$ cat src/rtl/adc_trigger_capture_if.sv
// Readout stream between the capture buffer and the readout logic.
//   rd_data  - window sample, oldest first
//   rd_valid - rd_data is valid
//   rd_ready - consumer accepts rd_data on this edge
//   rd_last  - final sample of the window, qualified by rd_valid
// The capture buffer is the master; the consumer is the slave.
interface adc_trigger_capture_if #(
  parameter int DATA_WIDTH = 12
) ();
  logic [DATA_WIDTH-1:0] rd_data;
  logic                  rd_valid;
  logic                  rd_ready;
  logic                  rd_last;

  modport master (output rd_data, output rd_valid, output rd_last, input rd_ready);
  modport slave  (input rd_data, input rd_valid, input rd_last, output rd_ready);
endinterface

$ cat src/rtl/adc_trigger_capture.sv
// Triggered capture buffer for one ADC channel. Keeps pre_trig samples of
// history in a circular RAM, waits for a threshold crossing (or a forced
// trigger), fills the remainder of a DEPTH-sample window, then streams the
// window out oldest-first.
// Ports:
//   clk, rst        - clock, synchronous active-high reset
//   sample_in/valid - sample stream
//   arm             - start a capture (IDLE only)
//   threshold       - trigger level, unsigned, live
//   trig_falling    - 0 rising / 1 falling crossing, latched at arm
//   force_trig      - make the next ARMED sample the trigger
//   pre_trig        - pre-trigger sample count, latched at arm
//   rd              - readout stream (master)
//   busy            - not IDLE
//   triggered       - trigger seen, until return to IDLE
//   done            - one-cycle pulse after the last sample is accepted
module adc_trigger_capture #(
  parameter int DATA_WIDTH = 12,
  parameter int DEPTH      = 256,
  parameter int ADDR_W     = $clog2(DEPTH)
) (
  input  logic                  clk,
  input  logic                  rst,
  input  logic [DATA_WIDTH-1:0] sample_in,
  input  logic                  sample_valid,
  input  logic                  arm,
  input  logic [DATA_WIDTH-1:0] threshold,
  input  logic                  trig_falling,
  input  logic                  force_trig,
  input  logic [ADDR_W-1:0]     pre_trig,
  adc_trigger_capture_if.master rd,
  output logic                  busy,
  output logic                  triggered,
  output logic                  done
);

  typedef enum logic [2:0] {ST_IDLE, ST_PRETRIG, ST_ARMED, ST_POST, ST_READOUT} state_t;

  localparam logic [ADDR_W-1:0] A_ZERO   = {ADDR_W{1'b0}};
  localparam logic [ADDR_W-1:0] A_ONE    = {{(ADDR_W-1){1'b0}}, 1'b1};
  localparam logic [ADDR_W-1:0] A_MAX    = {ADDR_W{1'b1}};
  localparam logic [ADDR_W:0]   RD_TOTAL = {1'b1, {ADDR_W{1'b0}}};
  localparam logic [ADDR_W:0]   RD_LAST  = {1'b0, {ADDR_W{1'b1}}};

  state_t                state_r, state_n;
  logic [DATA_WIDTH-1:0] mem [DEPTH];
  logic [ADDR_W-1:0]     wr_ptr_r, cnt_r, pre_trig_r, remain_r, rd_addr_r;
  logic [ADDR_W:0]       rd_cnt_r;
  logic                  falling_r, prev_valid_r, force_pend_r;
  logic [DATA_WIDTH-1:0] prev_r;
  logic                  triggered_r, done_r, busy_r;
  logic [DATA_WIDTH-1:0] ram_q_r, out_data_r, skid_data_r;
  logic                  ram_q_vld_r, ram_q_last_r;
  logic                  out_valid_r, out_last_r, skid_valid_r, skid_last_r;

  logic                  load_arm_s, wr_en_s, trig_s, issue_s, pop_s, cross_s;
  logic [2:0]            occ_s;

  // Next-state and per-cycle control strobes.
  always_comb begin
    state_n    = state_r;
    load_arm_s = 1'b0;
    wr_en_s    = 1'b0;
    trig_s     = 1'b0;
    issue_s    = 1'b0;
    pop_s      = out_valid_r && rd.rd_ready;
    occ_s      = {2'b00, out_valid_r} + {2'b00, skid_valid_r} + {2'b00, ram_q_vld_r};
    if (falling_r) begin
      cross_s = prev_valid_r && (prev_r >= threshold) && (sample_in < threshold);
    end else begin
      cross_s = prev_valid_r && (prev_r < threshold) && (sample_in >= threshold);
    end
    case (state_r)
      ST_IDLE: begin
        if (arm) begin
          load_arm_s = 1'b1;
          state_n    = (pre_trig == A_ZERO) ? ST_ARMED : ST_PRETRIG;
        end else begin
          state_n = ST_IDLE;
        end
      end
      ST_PRETRIG: begin
        if (sample_valid) begin
          wr_en_s = 1'b1;
          state_n = ((cnt_r + A_ONE) == pre_trig_r) ? ST_ARMED : ST_PRETRIG;
        end else begin
          state_n = ST_PRETRIG;
        end
      end
      ST_ARMED: begin
        if (sample_valid) begin
          wr_en_s = 1'b1;
          if (force_pend_r || cross_s) begin
            trig_s  = 1'b1;
            // With pre_trig = DEPTH-1 the trigger sample completes the window.
            state_n = (pre_trig_r == A_MAX) ? ST_READOUT : ST_POST;
          end else begin
            state_n = ST_ARMED;
          end
        end else begin
          state_n = ST_ARMED;
        end
      end
      ST_POST: begin
        if (sample_valid) begin
          wr_en_s = 1'b1;
          state_n = (remain_r == A_ONE) ? ST_READOUT : ST_POST;
        end else begin
          state_n = ST_POST;
        end
      end
      ST_READOUT: begin
        // Issue a RAM read only when its data is guaranteed a slot in the
        // two-entry output buffer one cycle later, assuming no further pop.
        if ((rd_cnt_r != RD_TOTAL) && (pop_s ? (occ_s <= 3'd2) : (occ_s <= 3'd1))) begin
          issue_s = 1'b1;
        end else begin
          issue_s = 1'b0;
        end
        if (pop_s && out_last_r) begin
          state_n = ST_IDLE;
        end else begin
          state_n = ST_READOUT;
        end
      end
      default: state_n = ST_IDLE;
    endcase
  end

  // State register.
  always_ff @(posedge clk) begin
    if (rst) state_r <= ST_IDLE;
    else     state_r <= state_n;
  end

  // Sample RAM: write port from the capture side, registered read port.
  always_ff @(posedge clk) begin
    if (wr_en_s) mem[wr_ptr_r] <= sample_in;
    if (issue_s) ram_q_r <= mem[rd_addr_r];
  end

  // Capture pointers, trigger bookkeeping and status flags.
  always_ff @(posedge clk) begin
    if (rst) begin
      wr_ptr_r     <= A_ZERO;
      cnt_r        <= A_ZERO;
      pre_trig_r   <= A_ZERO;
      falling_r    <= 1'b0;
      prev_r       <= {DATA_WIDTH{1'b0}};
      prev_valid_r <= 1'b0;
      force_pend_r <= 1'b0;
      remain_r     <= A_ZERO;
      rd_addr_r    <= A_ZERO;
      rd_cnt_r     <= {(ADDR_W+1){1'b0}};
      ram_q_vld_r  <= 1'b0;
      ram_q_last_r <= 1'b0;
      triggered_r  <= 1'b0;
      done_r       <= 1'b0;
      busy_r       <= 1'b0;
    end else begin
      if (load_arm_s) begin
        wr_ptr_r     <= A_ZERO;
        cnt_r        <= A_ZERO;
        prev_valid_r <= 1'b0;
        pre_trig_r   <= pre_trig;
        falling_r    <= trig_falling;
        rd_cnt_r     <= {(ADDR_W+1){1'b0}};
      end else begin
        if (wr_en_s) wr_ptr_r <= wr_ptr_r + A_ONE;
        if ((state_r == ST_PRETRIG) && sample_valid) cnt_r <= cnt_r + A_ONE;
        if (sample_valid && ((state_r == ST_PRETRIG) || (state_r == ST_ARMED))) begin
          prev_r       <= sample_in;
          prev_valid_r <= 1'b1;
        end
        if (issue_s) begin
          rd_addr_r <= rd_addr_r + A_ONE;
          rd_cnt_r  <= rd_cnt_r + {{ADDR_W{1'b0}}, 1'b1};
        end
      end
      // Clearing wins over a force pulse that lands on the trigger edge.
      if (trig_s || (state_r == ST_IDLE)) begin
        force_pend_r <= 1'b0;
      end else if (force_trig && ((state_r == ST_PRETRIG) || (state_r == ST_ARMED))) begin
        force_pend_r <= 1'b1;
      end
      if (trig_s) begin
        // Readout starts pre_trig slots behind the trigger sample.
        rd_addr_r <= wr_ptr_r - pre_trig_r;
        remain_r  <= A_MAX - pre_trig_r;
      end else if ((state_r == ST_POST) && sample_valid) begin
        remain_r <= remain_r - A_ONE;
      end
      if (trig_s) triggered_r <= 1'b1;
      else if (state_n == ST_IDLE) triggered_r <= 1'b0;
      ram_q_vld_r  <= issue_s;
      if (issue_s) ram_q_last_r <= (rd_cnt_r == RD_LAST);
      done_r <= pop_s && out_last_r && (state_r == ST_READOUT);
      busy_r <= (state_n != ST_IDLE);
    end
  end

  // Two-entry output buffer: out_* drives the port, skid_* absorbs one
  // sample arriving from the RAM while the consumer stalls.
  always_ff @(posedge clk) begin
    if (rst) begin
      out_data_r   <= {DATA_WIDTH{1'b0}};
      out_last_r   <= 1'b0;
      out_valid_r  <= 1'b0;
      skid_data_r  <= {DATA_WIDTH{1'b0}};
      skid_last_r  <= 1'b0;
      skid_valid_r <= 1'b0;
    end else if (pop_s) begin
      if (skid_valid_r) begin
        out_data_r  <= skid_data_r;
        out_last_r  <= skid_last_r;
        out_valid_r <= 1'b1;
        if (ram_q_vld_r) begin
          skid_data_r  <= ram_q_r;
          skid_last_r  <= ram_q_last_r;
          skid_valid_r <= 1'b1;
        end else begin
          skid_valid_r <= 1'b0;
        end
      end else if (ram_q_vld_r) begin
        out_data_r  <= ram_q_r;
        out_last_r  <= ram_q_last_r;
        out_valid_r <= 1'b1;
      end else begin
        out_valid_r <= 1'b0;
      end
    end else if (!out_valid_r) begin
      if (ram_q_vld_r) begin
        out_data_r  <= ram_q_r;
        out_last_r  <= ram_q_last_r;
        out_valid_r <= 1'b1;
      end
    end else if (ram_q_vld_r) begin
      skid_data_r  <= ram_q_r;
      skid_last_r  <= ram_q_last_r;
      skid_valid_r <= 1'b1;
    end
  end

  assign rd.rd_data  = out_data_r;
  assign rd.rd_valid = out_valid_r;
  assign rd.rd_last  = out_last_r;
  assign busy        = busy_r;
  assign triggered   = triggered_r;
  assign done        = done_r;

endmodule

$ cat src/flat_wrapper.sv
// flat-port wrapper written by rule: the top's interface ports become plain ports
module adc_trigger_capture_flat 
#(
  parameter int DATA_WIDTH = 12,
  parameter int DEPTH      = 256,
  parameter int ADDR_W     = $clog2(DEPTH)
)
  (clk, rst, sample_in, sample_valid, arm, threshold, trig_falling, force_trig, pre_trig, busy, triggered, done, rd_rd_data, rd_rd_valid, rd_rd_last, rd_rd_ready);
  adc_trigger_capture_if #(.DATA_WIDTH(DATA_WIDTH)) rd_i ();
  input  logic clk;
  input  logic rst;
  input  logic [DATA_WIDTH-1:0] sample_in;
  input  logic sample_valid;
  input  logic arm;
  input  logic [DATA_WIDTH-1:0] threshold;
  input  logic trig_falling;
  input  logic force_trig;
  input  logic [ADDR_W-1:0] pre_trig;
  output logic busy;
  output logic triggered;
  output logic done;
  output wire logic [$bits(rd_i.rd_data)-1:0] rd_rd_data;
  output wire logic [$bits(rd_i.rd_valid)-1:0] rd_rd_valid;
  output wire logic [$bits(rd_i.rd_last)-1:0] rd_rd_last;
  input wire logic [$bits(rd_i.rd_ready)-1:0] rd_rd_ready;
  assign rd_rd_data = rd_i.rd_data;
  assign rd_rd_valid = rd_i.rd_valid;
  assign rd_rd_last = rd_i.rd_last;
  assign rd_i.rd_ready = rd_rd_ready;
  adc_trigger_capture #(.DATA_WIDTH(DATA_WIDTH), .DEPTH(DEPTH), .ADDR_W(ADDR_W)) u_core (.clk(clk), .rst(rst), .sample_in(sample_in), .sample_valid(sample_valid), .arm(arm), .threshold(threshold), .trig_falling(trig_falling), .force_trig(force_trig), .pre_trig(pre_trig), .rd(rd_i), .busy(busy), .triggered(triggered), .done(done));
endmodule
$ cat config.mk
export PLATFORM = sky130hd
export DESIGN_NAME = adc_trigger_capture_flat
export DESIGN_NICKNAME = d
export VERILOG_FILES = /design/src/rtl/adc_trigger_capture_if.sv /design/src/rtl/adc_trigger_capture.sv /design/src/flat_wrapper.sv
export SDC_FILE = /design/constraint.sdc
export NUM_CORES = 2
export LEC_CHECK = 0
export CAP_MARGIN = 15
export CORE_AREA = 2 2 501 503
export CTS_CLUSTER_DIAMETER = 50
export CTS_CLUSTER_SIZE = 12
export DETAILED_ROUTE_END_ITERATION = 12
export DIE_AREA = 0 0 503 505
export PLACE_DENSITY = 0.64
export SYNTH_ARGS = -nofsm -noshare
export SYNTH_HDL_FRONTEND = slang
export SYNTH_SLANG_ARGS = --single-unit
$ cat constraint.sdc
create_clock -name clk -period 4.3 [get_ports clk]
set_input_delay 0.86 -clock clk [delete_from_list [all_inputs] [get_ports clk]]
set_output_delay 0.86 -clock clk [all_outputs]
set_load 0.01 [all_outputs]
# Word level (Yosys, flattened, before mapping)
# Memory sizes are Yosys's and may differ from the RTL's. A register that Yosys moved wholly into a read port is not among the register bits.
# Index checks and enable logic that the tools add are counted.
[totals]
output_inout_bits = 17
n_memories = 1
regBits = 100
wordCells = 137
input_bits = 39
ramBits = 3072
[classes]
reduce_logical = 31
bitwise = 1
order_cmp = 6
n_addsub = 9
mux = 55
eq_ne = 12
[mem_list]
columns = ["memory", "depth", "width", "read_ports", "rd_clocked_by_memory_dff", "wr", "line_no", "rtl"]
rows = [
  ["u_core.mem", 256, 12, 1, 1, 1, "adc_trigger_capture.sv:46", "logic [DATA_WIDTH-1:0] mem [DEPTH];"],
]
[ops]
columns = ["operator", "count"]
rows = [
  ["$mux 12", 8],
  ["$mux 8", 5],
  ["$mux 1", 31],
  ["$add 8x1->8 const B", 3],
  ["$ge 12x12->1", 2],
  ["$lt 12x12->1", 2],
  ["$mux 3", 8],
  ["$pmux 3 s5", 1],
  ["$logic_and 1x1->1", 12],
  ["$reduce_bool 2->1", 5],
  ["$add 9x1->9 const B", 1],
  ["$eq 9x8->1 const B", 1],
  ["$ne 9x9->1 const B", 1],
  ["$eq 8x1->1 const B", 1],
  ["$eq 8x8->1", 1],
  ["$eq 8x8->1 const B", 1],
  ["$logic_not 8->1", 1],
  ["$reduce_and 2->1", 4],
  ["$sub 8x1->8 const B", 1],
  ["$sub 8x8->8", 1],
  ["$sub 8x8->8 const A", 1],
  ["$eq 3x2->1 const B", 2],
  ["$logic_not 3->1", 2],
  ["$mux 2", 2],
  ["other kinds (13)", 17],
]

# Longest topological paths before layout
[depth]
depth_word = 11
depth_mapped = 12
depth_no_buf = 11

# Worst setup path after synthesis
# No wires, ideal clock.
[synth_path]
path_type = "input to register"
startpoint = "input threshold[9]"
endpoint = "register u_core.remain_r[1]"
cell_stages = 11
n_path_buf = 1
path_slack_ns = 1.116
setup_time_ns = 0.128
required_ns = 4.172
arrival_ns = 3.057
path_cell_list = "inv_1 ha_1 a21o_1 a21o_1 a2bb2oi_1 nand3b_1 a2111o_1 a211oi_2 buf_2 mux2i_1 nor2_1"
[synth_between]
elab_chain_len = 9
word_cells_on_any_way = 15
classes_between = "order compare (4); mux (5); reduce/logical (6)"
[synth_rtl]
columns = ["item", "line_no", "rtl"]
rows = [
  ["start, declared", "flat_wrapper.sv:15", "input logic [DATA_WIDTH-1:0] threshold;"],
  ["$lt 12x12->1 or $ge 12x12->1 (tied branches)", "adc_trigger_capture.sv:71, adc_trigger_capture.sv:69", ""],
  ["$logic_and 1x1->1 (on tied branches) (2 in series)", "adc_trigger_capture.sv:71, adc_trigger_capture.sv:69", ""],
  ["$mux 1 *", "adc_trigger_capture.sv:68", "if (falling_r) begin"],
  ["$logic_or 1x1->1 *", "adc_trigger_capture.sv:93", "if (force_pend_r || cross_s) begin"],
  ["$mux 1 *", "adc_trigger_capture.sv:93", ""],
  ["$mux 1 *", "adc_trigger_capture.sv:91", "if (sample_valid) begin"],
  ["$mux 1 *", "adc_trigger_capture.sv:73", "case (state_r)"],
  ["$mux 8 or $reduce_bool 2->1 (tied branches)", "--", ""],
  ["end signal, assigned", "adc_trigger_capture.sv:189", "remain_r <= A_MAX - pre_trig_r;"],
  ["end signal, assigned", "adc_trigger_capture.sv:191", "remain_r <= remain_r - A_ONE;"],
  ["end, declared", "adc_trigger_capture.sv:47", "logic [ADDR_W-1:0] wr_ptr_r, cnt_r, pre_trig_r, remain_r, rd_addr_r;"],
]
# Mark *: on every way between the ends. The rest lies on a longest branch, timed or not.
# A chain may end at the register's enable or synchronous reset.

==> summary.md <==
| Metric | Value |
|---|---|
| Status | finished clean |
| Width of the chip | 503 um |
| Largest net degree at the start of global routing | 168 |
| Initial antenna violation count | 10 |
| Fin crit share | 96.4% |
| DRT Pass-1 Iters | 6 |
| Max VDD drop | 0.472 mV |
| Unique cell type count in the Yosys netlist | 68 |
| GR Util All Layers | 24.6% |
| Io pins | 56 |
| Async SR Flop Fraction | 0% |
| Die Y | 505 um |
| DRC Markers | 0 |
| Remaining antenna violation count | 0 |
| Max_slew headroom | 22.4% |
| FF-to-FF path depth | 10 |
| Internal Pwr Total | 0.0499 W |
| Pwr dens | 437 nW/um^2 |
| Max layer used | met5 |
| Clock skew | 60.1 ps |
| Sequential share of power | 55.1% |
| H-tree depth | 5 |
| Core area | 248000 um^2 |
| Tmin final | 4140 ps |
| Number of synthesized register bits | 3184 |
| P&R area growth vs syn | 14.5% |
| Reg-to-Reg End | u_core.ram_q_r[6]$_DFFE_PP_ |
| CTS tree | done |
| Crit path required time | 4920 ps |
| Worst R2R Start | u_core.rd_addr_r[0]$_SDFFE_PP0P_ |
| DRT met1 WL | 126 mm |
| Final core occ | 57.0% |
| # clock sinks | 3184 |
| Worst Setup Slack post-DPL | 224 ps |
| Synth Area in Compound Gates | 1.44% |
| Post-Syn Nets | 5576 |
| Mux contribution to synthesized area | 17.8% |
| Crit Path Max Fanout | 18 |
| Ys flop type | edfxtp_1 |
| R2R Setup Slk | 160 ps |
| Post-Synth XOR/XNOR Area | 0.248% |
| Post-CTS Hold Buffers | 0 |
| Critical Path Sink Type | register |
| Fmax | 0.241 GHz |
| Setup CP Type | register to register |
| Row count | 183 |
| Vias in the first global route | 59.9k |
| Post-CTS setup buffer count | 0 |
| Overall power | 0.0618 W |
| IO Port Bufs | 55 |
| Most used cell, CP | buf_12 |
| Simple-gate share of the synthesized area | 2.13% |
| RSZ-0062 raised after global routing | no |
| Combinational share of power | 1.5% |
| Syn avg cell area | 22.5 um^2 |
| Clock power frac | 43.4% |
| Vias post-DR | 60.1k |
| Setup ws final | 155 ps |
| Switching Fraction | 19.3% |
| Post-Route WL | 311 mm |
| Final Wtd Congestion | 0.854 |
| Vias per inst | 6.29 |
| Crit-path max cell delay | 880 ps |
| Worst setup endpoint | u_core.ram_q_r[6]$_DFFE_PP_ |
| First-pass GRT wire length | 444 mm |
| CP arrival | 4770 ps |
| Layout cells sized above 1 | 31.3% |
| Initial core utilization | 49.8% |
| Die area | 254000 um^2 |
| Clk buf depth | 4 |
| Crit-path slowest cell | o21ai_0 |
| Synth Area in Adders | 0.488% |
| Final setup fails | 0 |
| Met3 WL post-DR | 26.6 mm |
| HP Class | input pin to register |
| Leakage | 43.6 nW |
| DR WL/cell | 32.6 um |
| Reg clk slew, reported paths | 60 ps |
| Endpoints failing hold | 0 |
| Grt total ovfl | 0 |
| Commonest cells after routing, fill and taps aside | 3084 x edfxtp_1, 957 x mux4_2, 469 x buf_4, 361 x nor2_1, 349 x clkbuf_16 |
| Clk root buf | clkbuf_16 |
| CP top delay family | compound AO/OA/AOI/OAI gates |
| Crit path launch | u_core.rd_addr_r[0]$_SDFFE_PP0P_ |
| Synth Warn # | 0 |
| Nets@finish | 6182 |
| Switching power | 0.0119 W |
| Post-Synthesis Cells | 5490 |
| Commonest non-fill, non-tap cell in the layout | edfxtp_1 |
| Max-cap violations | 0 |
| Largest family of logic cells by synthesized area | multiplexers |
| Netlist Area Pre-Place | 124000 um^2 |
| Total negative slack | 0 ps |
| Type of origin of the critical path | register |
| CP bufs+invs | 4 |
| Worst-Skew Late Latency | 960 ps |
| Slew Limit Fails | 0 |
| CP Depth | 10 |
| Met2 routed WL | 151 mm |
| Slew @ Worst Pin | 1160 ps |
| Seq/Total Area, Yosys | 76.6% |
| Num CTS Buffers | 342 |
| Hpwl dp | 196 mm |
| DR iter-0 viols | 8108 |
| Post-cts sizing count | 0 |
| Number of enable flip-flop cells after synthesis | 3084 |
| Crit-path cells | buf_12 -> buf_12 -> buf_12 -> buf_4 -> mux4_2 -> mux4_2 -> nand2_1 -> a31oi_1 -> o21ai_0 -> a311oi_1 |
## logic make-up after synthesis
family / Yosys count
buffers and inverters: 357
flip-flops: 3184
AO/OA/AOI/OAI: 252
multiplexers: 999
AND/OR/NAND/NOR: 616
adder cells (fa/ha/maj): 47
XOR/XNOR: 35
## state kept, by name (all words and copies together), names as in the netlist, 3 cells and up
register	flops
u_core.state_r	3
u_core.wr_ptr_r	8
u_core.ram_q_r	12
u_core.skid_data_r	12
u_core.mem	3072
u_core.rd.rd_data	12
u_core.rd_cnt_r	9
u_core.rd_addr_r	8
u_core.cnt_r	8
u_core.pre_trig_r	8
u_core.prev_r	12
u_core.remain_r	8
## synthesized netlist by cell type, types with 9 or more instances
cell type / n / area [um^2]
nand4_1: 16 / 100
buf_2: 69 / 345
inv_1: 37 / 139
nor3_1: 9 / 45.0
a22oi_1: 47 / 353
xor2_1: 14 / 123
a21oi_1: 54 / 270
clkbuf_1: 173 / 649
a222oi_1: 13 / 130
a211oi_1: 10 / 75.1
a22o_1: 18 / 158
buf_6: 18 / 203
buf_1: 25 / 93.8
or3_1: 13 / 81.3
buf_4: 31 / 233
nor2_1: 364 / 1370
dfxtp_1: 100 / 2000
nand2_1: 114 / 428
o22ai_1: 10 / 62.6
mux2i_1: 39 / 390
nand3_1: 41 / 205
xnor2_1: 21 / 184
a31oi_1: 12 / 75.1
o21ai_0: 29 / 145
edfxtp_1: 3084 / 92600
nor2b_1: 18 / 113
ha_1: 45 / 563
mux4_2: 957 / 21600
a221oi_1: 15 / 131
## power groups by stage
| stage | registers, W | clock network, W | logic, W |
|---|---|---|---|
| 4_1_cts | 0.0340 | 0.0273 | 0.000924 |
| 3_3_place_gp | 0.0347 | 0 | 0.000883 |
| 3_5_place_dp | 0.0347 | 0 | 0.000926 |
| 6_report | 0.0340 | 0.0269 | 0.000913 |
| 2_1_floorplan | 0.0347 | 0 | 0.000182 |
| 5_1_grt | 0.0340 | 0.0285 | 0.000985 |
## worst min-delay path by stage
stage | endpoint | start | slack [ps] | depth (start not counted)
floorplan | u_core.falling_r$_SDFFE_PP0P_ | u_core.falling_r$_SDFFE_PP0P_ | 450 | 2
global placement | u_core.skid_data_r[9]$_SDFFE_PP0P_ | u_core.skid_data_r[9]$_SDFFE_PP0P_ | 470 | 2
detailed placement | u_core.skid_data_r[5]$_SDFFE_PP0P_ | u_core.skid_data_r[5]$_SDFFE_PP0P_ | 490 | 2
CTS | u_core.mem[140][7]$_DFFE_PP_ | sample_in[7] | 130 | 1
global route | u_core.mem[140][7]$_DFFE_PP_ | sample_in[7] | 160 | 1
finish | u_core.mem[140][7]$_DFFE_PP_ | sample_in[7] | 210 | 1
## through the flow
| step | std cells | instance area, um^2 | hold WS (ps) |
|---|---|---|---|
| 6_report | 9562 | 141000 | 208 |
| 2_1_floorplan | 5490 | 124000 | 450 |
| 4_1_cts | 9557 | 141000 | 132 |
| 5_1_grt | 9558 | 141000 | 156 |
| 3_3_place_gp | 9082 | 132000 | 475 |
| 3_5_place_dp | 9082 | 132000 | 487 |
## layer usage
metal | vias to the layer above | global-route usage [%]
li1 | 24300 | -
met1 | 32500 | 35.5
met2 | 2847 | 38.6
met3 | 432 | 4.64
met4 | 2 | 7.19
met5 | - | 0
## worst reg2reg max path: cells and delay by family (launching register included)
family,cells,cell delay (ps)
AOI/OAI and AO/OA,3,1210
buffers and inverters,4,990
DFF,1,380
muxes,2,1140
and+or+nand+nor,1,110
## layout make-up
class	count	area, um^2
antenna	5	12.5
clock buffer	394	8920
clock inverter	81	935
fill	17900	107000
inverter	39	154
multi-input combinational	1949	27400
sequential	3184	94600
tap	3330	4170
timing repair buffer	580	5250
Note: power is estimated with default switching activity, not from simulation.
